===== config.mk =====
export PLATFORM = sky130hd
export DESIGN_NAME = enum_rr_arbiter_flat
export DESIGN_NICKNAME = d
export VERILOG_FILES = /design/src/rtl/enum_rr_arbiter_if.sv /design/src/rtl/enum_rr_arbiter.sv /design/src/flat_wrapper.sv
export SDC_FILE = /design/constraint.sdc
export NUM_CORES = 1
export LEC_CHECK = 0
export CAP_MARGIN = 20
export CORE_MARGIN = 4
export CORE_UTILIZATION = 35
export DETAILED_ROUTE_END_ITERATION = 10
export HOLD_SLACK_MARGIN = 0.12
export PLACE_DENSITY = 0.68
export SLEW_MARGIN = 20
export SYNTH_ARGS = -nofsm -noshare
export SYNTH_HDL_FRONTEND = slang
export SYNTH_SLANG_ARGS = --single-unit

===== constraint.sdc =====
create_clock -name clk -period 3.2 [get_ports clk]
set_clock_uncertainty 0.1 [all_clocks]
set_input_delay 0.32 -clock clk [delete_from_list [all_inputs] [get_ports clk]]
set_output_delay 0.32 -clock clk [all_outputs]
set_load 0.01 [all_outputs]

===== src/rtl/enum_rr_arbiter_if.sv =====
// Request/beat bus between two requesters and the round-robin arbiter.
interface enum_rr_arbiter_if #(
    parameter int unsigned WIDTH = 8
);
    logic             req_a;
    logic             last_a;
    logic [WIDTH-1:0] data_a;
    logic             req_b;
    logic             last_b;
    logic [WIDTH-1:0] data_b;
    logic             gnt_a;
    logic             gnt_b;
    logic             out_valid;
    logic [WIDTH-1:0] out_data;
    logic [1:0]       state_o;
    logic [3:0]       hold_cnt;

    // Requester side: drives beats, observes grants and the shared output.
    modport master (
        output req_a, last_a, data_a, req_b, last_b, data_b,
        input  gnt_a, gnt_b, out_valid, out_data, state_o, hold_cnt
    );

    // Arbiter side.
    modport slave (
        input  req_a, last_a, data_a, req_b, last_b, data_b,
        output gnt_a, gnt_b, out_valid, out_data, state_o, hold_cnt
    );
endinterface


===== src/rtl/enum_rr_arbiter.sv =====
// Two-requester round-robin arbiter sharing one registered output datapath.
// Ownership periods are bounded to MAXHOLD beats, each followed by one
// dead FLUSH cycle before the next arbitration takes effect.
module enum_rr_arbiter #(
    parameter int unsigned WIDTH   = 8,
    parameter int unsigned MAXHOLD = 4
) (
    input  logic               clk,
    input  logic               rst,
    enum_rr_arbiter_if.slave   bus
);
    localparam int unsigned HOLD_W    = 4;
    localparam logic [HOLD_W-1:0] HOLD_LAST = HOLD_W'(MAXHOLD - 1);

    typedef enum logic [1:0] {
        IDLE  = 2'd0,
        OWN_A = 2'd1,
        OWN_B = 2'd2,
        FLUSH = 2'd3
    } state_e;

    state_e             state_q, state_d;
    logic               pri_q, pri_d;
    logic [HOLD_W-1:0]  hold_q, hold_d;
    logic               valid_q, valid_d;
    logic [WIDTH-1:0]   data_q, data_d;
    logic               gnt_a_q, gnt_a_d;
    logic               gnt_b_q, gnt_b_d;

    // Next-state, beat acceptance and release decisions.
    always_comb begin
        state_d = state_q;
        pri_d   = pri_q;
        hold_d  = hold_q;
        valid_d = 1'b0;
        data_d  = data_q;
        unique case (state_q)
            IDLE, FLUSH: begin
                if (bus.req_a && (!bus.req_b || !pri_q)) begin
                    state_d = OWN_A;
                end else if (bus.req_b) begin
                    state_d = OWN_B;
                end else begin
                    state_d = IDLE;
                end
            end
            OWN_A: begin
                if (bus.req_a) begin
                    valid_d = 1'b1;
                    data_d  = bus.data_a;
                end
                if (!bus.req_a || bus.last_a || (hold_q == HOLD_LAST)) begin
                    state_d = FLUSH;
                    hold_d  = '0;
                    pri_d   = 1'b1;
                end else begin
                    hold_d  = hold_q + HOLD_W'(1);
                end
            end
            OWN_B: begin
                if (bus.req_b) begin
                    valid_d = 1'b1;
                    data_d  = bus.data_b;
                end
                if (!bus.req_b || bus.last_b || (hold_q == HOLD_LAST)) begin
                    state_d = FLUSH;
                    hold_d  = '0;
                    pri_d   = 1'b0;
                end else begin
                    hold_d  = hold_q + HOLD_W'(1);
                end
            end
            default: state_d = IDLE;
        endcase
        // Grants track the state register one-for-one, kept in their own flops.
        gnt_a_d = (state_d == OWN_A);
        gnt_b_d = (state_d == OWN_B);
    end

    // State and datapath registers with synchronous reset.
    always_ff @(posedge clk) begin
        if (rst) begin
            state_q <= IDLE;
            pri_q   <= 1'b0;
            hold_q  <= '0;
            valid_q <= 1'b0;
            data_q  <= '0;
            gnt_a_q <= 1'b0;
            gnt_b_q <= 1'b0;
        end else begin
            state_q <= state_d;
            pri_q   <= pri_d;
            hold_q  <= hold_d;
            valid_q <= valid_d;
            data_q  <= data_d;
            gnt_a_q <= gnt_a_d;
            gnt_b_q <= gnt_b_d;
        end
    end

    assign bus.gnt_a     = gnt_a_q;
    assign bus.gnt_b     = gnt_b_q;
    assign bus.out_valid = valid_q;
    assign bus.out_data  = data_q;
    assign bus.state_o   = state_q;
    assign bus.hold_cnt  = hold_q;
endmodule


===== src/flat_wrapper.sv =====
// flat-port wrapper written by rule: the top's interface ports become plain ports
module enum_rr_arbiter_flat 
#(
    parameter int unsigned WIDTH   = 8,
    parameter int unsigned MAXHOLD = 4
)
  (clk, rst, bus_req_a, bus_last_a, bus_data_a, bus_req_b, bus_last_b, bus_data_b, bus_gnt_a, bus_gnt_b, bus_out_valid, bus_out_data, bus_state_o, bus_hold_cnt);
  enum_rr_arbiter_if #(.WIDTH(WIDTH)) bus_i ();
  input  logic clk;
  input  logic rst;
  input wire logic [$bits(bus_i.req_a)-1:0] bus_req_a;
  input wire logic [$bits(bus_i.last_a)-1:0] bus_last_a;
  input wire logic [$bits(bus_i.data_a)-1:0] bus_data_a;
  input wire logic [$bits(bus_i.req_b)-1:0] bus_req_b;
  input wire logic [$bits(bus_i.last_b)-1:0] bus_last_b;
  input wire logic [$bits(bus_i.data_b)-1:0] bus_data_b;
  output wire logic [$bits(bus_i.gnt_a)-1:0] bus_gnt_a;
  output wire logic [$bits(bus_i.gnt_b)-1:0] bus_gnt_b;
  output wire logic [$bits(bus_i.out_valid)-1:0] bus_out_valid;
  output wire logic [$bits(bus_i.out_data)-1:0] bus_out_data;
  output wire logic [$bits(bus_i.state_o)-1:0] bus_state_o;
  output wire logic [$bits(bus_i.hold_cnt)-1:0] bus_hold_cnt;
  assign bus_i.req_a = bus_req_a;
  assign bus_i.last_a = bus_last_a;
  assign bus_i.data_a = bus_data_a;
  assign bus_i.req_b = bus_req_b;
  assign bus_i.last_b = bus_last_b;
  assign bus_i.data_b = bus_data_b;
  assign bus_gnt_a = bus_i.gnt_a;
  assign bus_gnt_b = bus_i.gnt_b;
  assign bus_out_valid = bus_i.out_valid;
  assign bus_out_data = bus_i.out_data;
  assign bus_state_o = bus_i.state_o;
  assign bus_hold_cnt = bus_i.hold_cnt;
  enum_rr_arbiter #(.WIDTH(WIDTH), .MAXHOLD(MAXHOLD)) u_core (.clk(clk), .rst(rst), .bus(bus_i));
endmodule

# After elaboration in Yosys (flattened, before gate mapping)
# Index checks and enable logic that the tools add are counted.
# totals
latchBits	0
n_memories	0
register_bits	18
mem_bits_ro	0
ram_bits	0
in_bits	22
# op_classes
mux	17
n_addsub	1
bitwise	0
n_mul	0
order_cmp	0
div_mod_pow	0
shift	0
eq_ne	10
reduce_logical	14
# ops
cell	n
$mux 8	2
$pmux 8 s2	1
$mux 2	4
$mux 4	2
$pmux 4 s2	1
$eq 2x2->1 const B	3
$pmux 2 s3	1
$reduce_and 3->1	2
$logic_or 1x1->1	5
$add 4x1->4 const B	1
$eq 2x1->1 const B	2
$eq 4x2->1 const B	1
$mux 1	4
$ne 2x1->1 const B	2
$ne 2x2->1 const B	2
$pmux 1 s2	2
$logic_not 1->1	3
$logic_not 2->1	1
$reduce_bool 2->1	1
$reduce_or 2->1	1
$logic_and 1x1->1	1

# Depth between registers and ports, before layout
# logic_depth
ltp_word	6
mapped_depth	8

# Worst setup path before layout
# OpenSTA, ideal clock, no wires.
# synth_path
path_kind	reg2reg
from	register u_core.state_q[0] (netlist: u_core.bus.state_o[0])
to	register u_core.data_q[1] (netlist: u_core.bus.out_data[1])
synth_period_minus_slack_ps	1707
required_ps	3021
setup_slack_ps	1493
arrival_time_ps	1527
path_stages_with_launch	9
n_path_buf	2
setup_ps	79
path_cell_list	dfxtp_1 -> inv_1 -> ha_1 -> buf_6 -> nor2b_4 -> nor3_4 -> buf_6 -> nor2_1 -> a211oi_2
# synth_via
elab_chain_len	3
# synth_rtl
item	line_no	source
start: declaration	enum_rr_arbiter.sv:22	state_e state_q, state_d;
start signal: assignment	enum_rr_arbiter.sv:91	state_q <= state_d;
$eq 2x2->1 / $eq 2x1->1 (equally long branches)	enum_rr_arbiter.sv:37	unique case (state_q)
$ne 2x2->1 (no line) / $reduce_bool 2->1 (equally long branches)	--	
$reduce_and 3->1 (no line)	--	
end signal: assignment	enum_rr_arbiter.sv:95	data_q <= data_d;
end: declaration	enum_rr_arbiter.sv:26	logic [WIDTH-1:0] data_q, data_d;
# Parallel ways exist; a longest one is shown, timed or not.
# A chain may end at the register's enable or synchronous reset.

# Worst setup path after layout
# layout_path
from	register u_core.state_q[1] (netlist: u_core.bus.state_o[1])
to	register u_core.data_q[3] (netlist: u_core.bus.out_data[3])
# Same word-level chain as after synthesis.

==> flow_summary.json <==
{
  "run_status": "finished, final reports clean",
  "holdWs_ns": 0.4120,
  "drc": 0,
  "synthSimpleGateAreaFrac_pct": 21.70,
  "power_uw": 719.6,
  "insertion_delay_ns": 0.29,
  "wirelength_um": 1968,
  "period_minus_slack_ns": 2.216,
  "slew_headroom_pct": 53.07,
  "cp-end-kind": "register",
  "synth_area_um2": 928.4,
  "synth_compound_area_share_pct": 18.33,
  "start_util_pct": 37.14,
  "pin_count": 39,
  "num_antenna_cells": 0,
  "syn-num-nets": 120,
  "clockBufferDepth": 2,
  "port_buffers": 38,
  "crit_top_cell": "nor2_1",
  "synthAdderAreaFrac_pct": 4.043,
  "antenna_left": 0,
  "grt_antenna_before_repair": 0,
  "cts_hold_buf": 0,
  "tightestPinTransition_ns": 0.7039,
  "vias": 795,
  "hold_class": "register to register",
  "first_iter_violations": 5,
  "die_area_um2": 3540,
  "drive_gt1_share_pct": 8.397,
  "grt_usage_pct": 11.61,
  "finalSetupViolCount": 0,
  "viasPerCell": 4.938,
  "cp.arrival_ns": 2.32,
  "layout_commonest_cell": "clkdlybuf4s50_1",
  "overflow": 0,
  "ir_worst_vdd_mv": 0.2986,
  "first_pass_iters": 4,
  "fmax_ghz": 0.4512,
  "cp_slowest_cell": "ha_1",
  "htreeDepth": 1,
  "rows": 18,
  "muxShareOfSynthArea_pct": 8.625,
  "cts_setup_buffers": 0,
  "power.static_leakage_nw": 0.4805,
  "nNetsFinal": 157,
  "die_h_um": 59.50,
  "ctsResizeCount": 0,
  "pwr_density_cell_nw_per_um2": 536.5,
  "areaGrowthSynthToFinish_pct": 44.47,
  "final_cell_mix": "38 x clkdlybuf4s50_1, 18 x dfxtp_1, 16 x nor2_1",
  "grt_pass1_vias": 757,
  "crit_buf_inv": 0,
  "maxSlewViolCount": 0,
  "syn_avg_cell_area_um2": 9.773,
  "drv_cap": 0,
  "synth-seq-area-share_pct": 38.81,
  "cts_tree": "done",
  "fin_tns_setup_ns": 0,
  "die_x_um": 59.50,
  "clockRootBuffer": "clkbuf_4",
  "period_share_pct": 69.25,
  "hpwl_um": 1515,
  "worst_setup_path_start_kind": "register",
  "path_clk_slew_ns": 0.11,
  "required_ns": 3.31,
  "path_delay_family": "simple AND/OR/NAND/NOR gates",
  "core_area_um2": 2500,
  "yosys_warnings": 0,
  "wl_per_cell_um": 12.22,
  "final-hold-violation-count": 0,
  "synth_top_family_by_area": "simple AND/OR/NAND/NOR gates",
  "crit_path_max_incr_delay_ns": 0.63,
  "crit_chain": "ha_1 > nor2_1 > nor3_4 > nor2_1 > a211oi_1",
  "ys_ff_latch": 18,
  "rsz0062_at_grt": "false",
  "critical_path_peak_fanout": 16,
  "ys_types": 32,
  "path_class": "register to register",
  "grt_max_degree": 18,
  "place.gp.congestion": 0.7138,
  "cts.sinks": 18,
  "grt_first_pass_wirelength_um": 3111,
  "synth_xor_area_share_pct": 2.830,
  "numCtsBuffers": 3,
  "fin_util_pct": 53.65,
  "synthCells": 95
}
routing by layer:
metal | up-vias | wire [um] | track usage (%)
met4 | 0 | 37 | 6.646
met2 | 37 | 819 | 19.03
met1 | 344 | 903 | 13.01
met3 | 4 | 208 | 3.922
li1 | 410 | - | -
met5 | - | 0 | 0
path summary, 6_finish.rpt:
path	to	depth (start not counted)	startpoint	slack, ns
hold reg to reg	u_core.bus.hold_cnt[1]	2	u_core.bus.hold_cnt[1]	0.41
hold / removal	u_core.bus.hold_cnt[1]	2	u_core.bus.hold_cnt[1]	0.41
setup reg to reg	u_core.bus.out_data[3]	5	u_core.bus.state_o[1]	0.98
setup / recovery	u_core.bus.out_data[3]	5	u_core.bus.state_o[1]	0.98
through the flow:
stage	cell area, um2	setup WS (ns)	cells
detailed placement	1305	0.9741	157
global placement	1305	1.069	157
floorplan	928.4	1.493	95
global route	1341	0.7491	161
CTS	1341	0.9524	161
finish	1341	0.9839	161
worst reg2reg max path, stage by stage (launching register included):
cell and delay [ns]:
dfxtp_1 0.39, ha_1 0.63, nor2_1 0.16, nor3_4 0.54, nor2_1 0.08, a211oi_1 0.22
sequential cells by signal, summed over array words and instances, names as in the netlist:
name	count
u_core.bus.out_valid	1
u_core.bus.out_data	8
u_core.bus.gnt_b	1
u_core.pri_q	1
u_core.bus.hold_cnt	4
u_core.bus.state_o	2
u_core.bus.gnt_a	1
power breakdown:
group          internal, mW  leakage, nW  total [mW]  switching, mW
Sequential            0.264        0.148       0.289         0.0247
Clock                0.0693       0.0210       0.144         0.0744
Combinational         0.157        0.312       0.287          0.130
cell families after synthesis:
group                    count (synthesis)
AO/OA/AOI/OAI                           20
XOR/XNOR                                 3
adder cells (fa/ha/maj)                  3
buffers and inverters                    9
flip-flops                              18
multiplexers                             8
AND/OR/NAND/NOR                         34
synthesized netlist by cell type, drive strengths merged:
| cell | number | share of area, % |
|---|---|---|
| nor3 | 2 | 2.3 |
| a211oi | 8 | 7.5 |
| a41oi | 2 | 2.7 |
| o21bai | 2 | 1.6 |
| xnor2 | 1 | 0.94 |
| clkbuf | 1 | 0.40 |
| o2bb2ai | 1 | 0.94 |
| or3b | 2 | 2.2 |
| inv | 3 | 1.2 |
| buf | 5 | 4.0 |
| mux2i | 8 | 8.6 |
| ha | 3 | 4.0 |
| nor2 | 16 | 6.5 |
| dfxtp | 18 | 39 |
| nand2 | 3 | 1.2 |
| nand4b | 1 | 0.94 |
| nor2b | 5 | 4.2 |
| nor3b | 3 | 3.0 |
| a31oi | 3 | 2.0 |
| nand3b | 1 | 0.81 |
| a22oi | 1 | 0.81 |
| a21boi | 2 | 1.6 |
| nand2b | 1 | 0.67 |
| xor2 | 2 | 1.9 |
| o21ba | 1 | 1.1 |
layout make-up:
type,instances,area (um2)
clock buffer,4,36.28
fill,241,1159
inverter,3,11.26
multi-input combinational,68,515.5
sequential,18,360.3
tap,30,37.54
timing repair buffer,38,380.4
(Power assumes the default switching activity.)
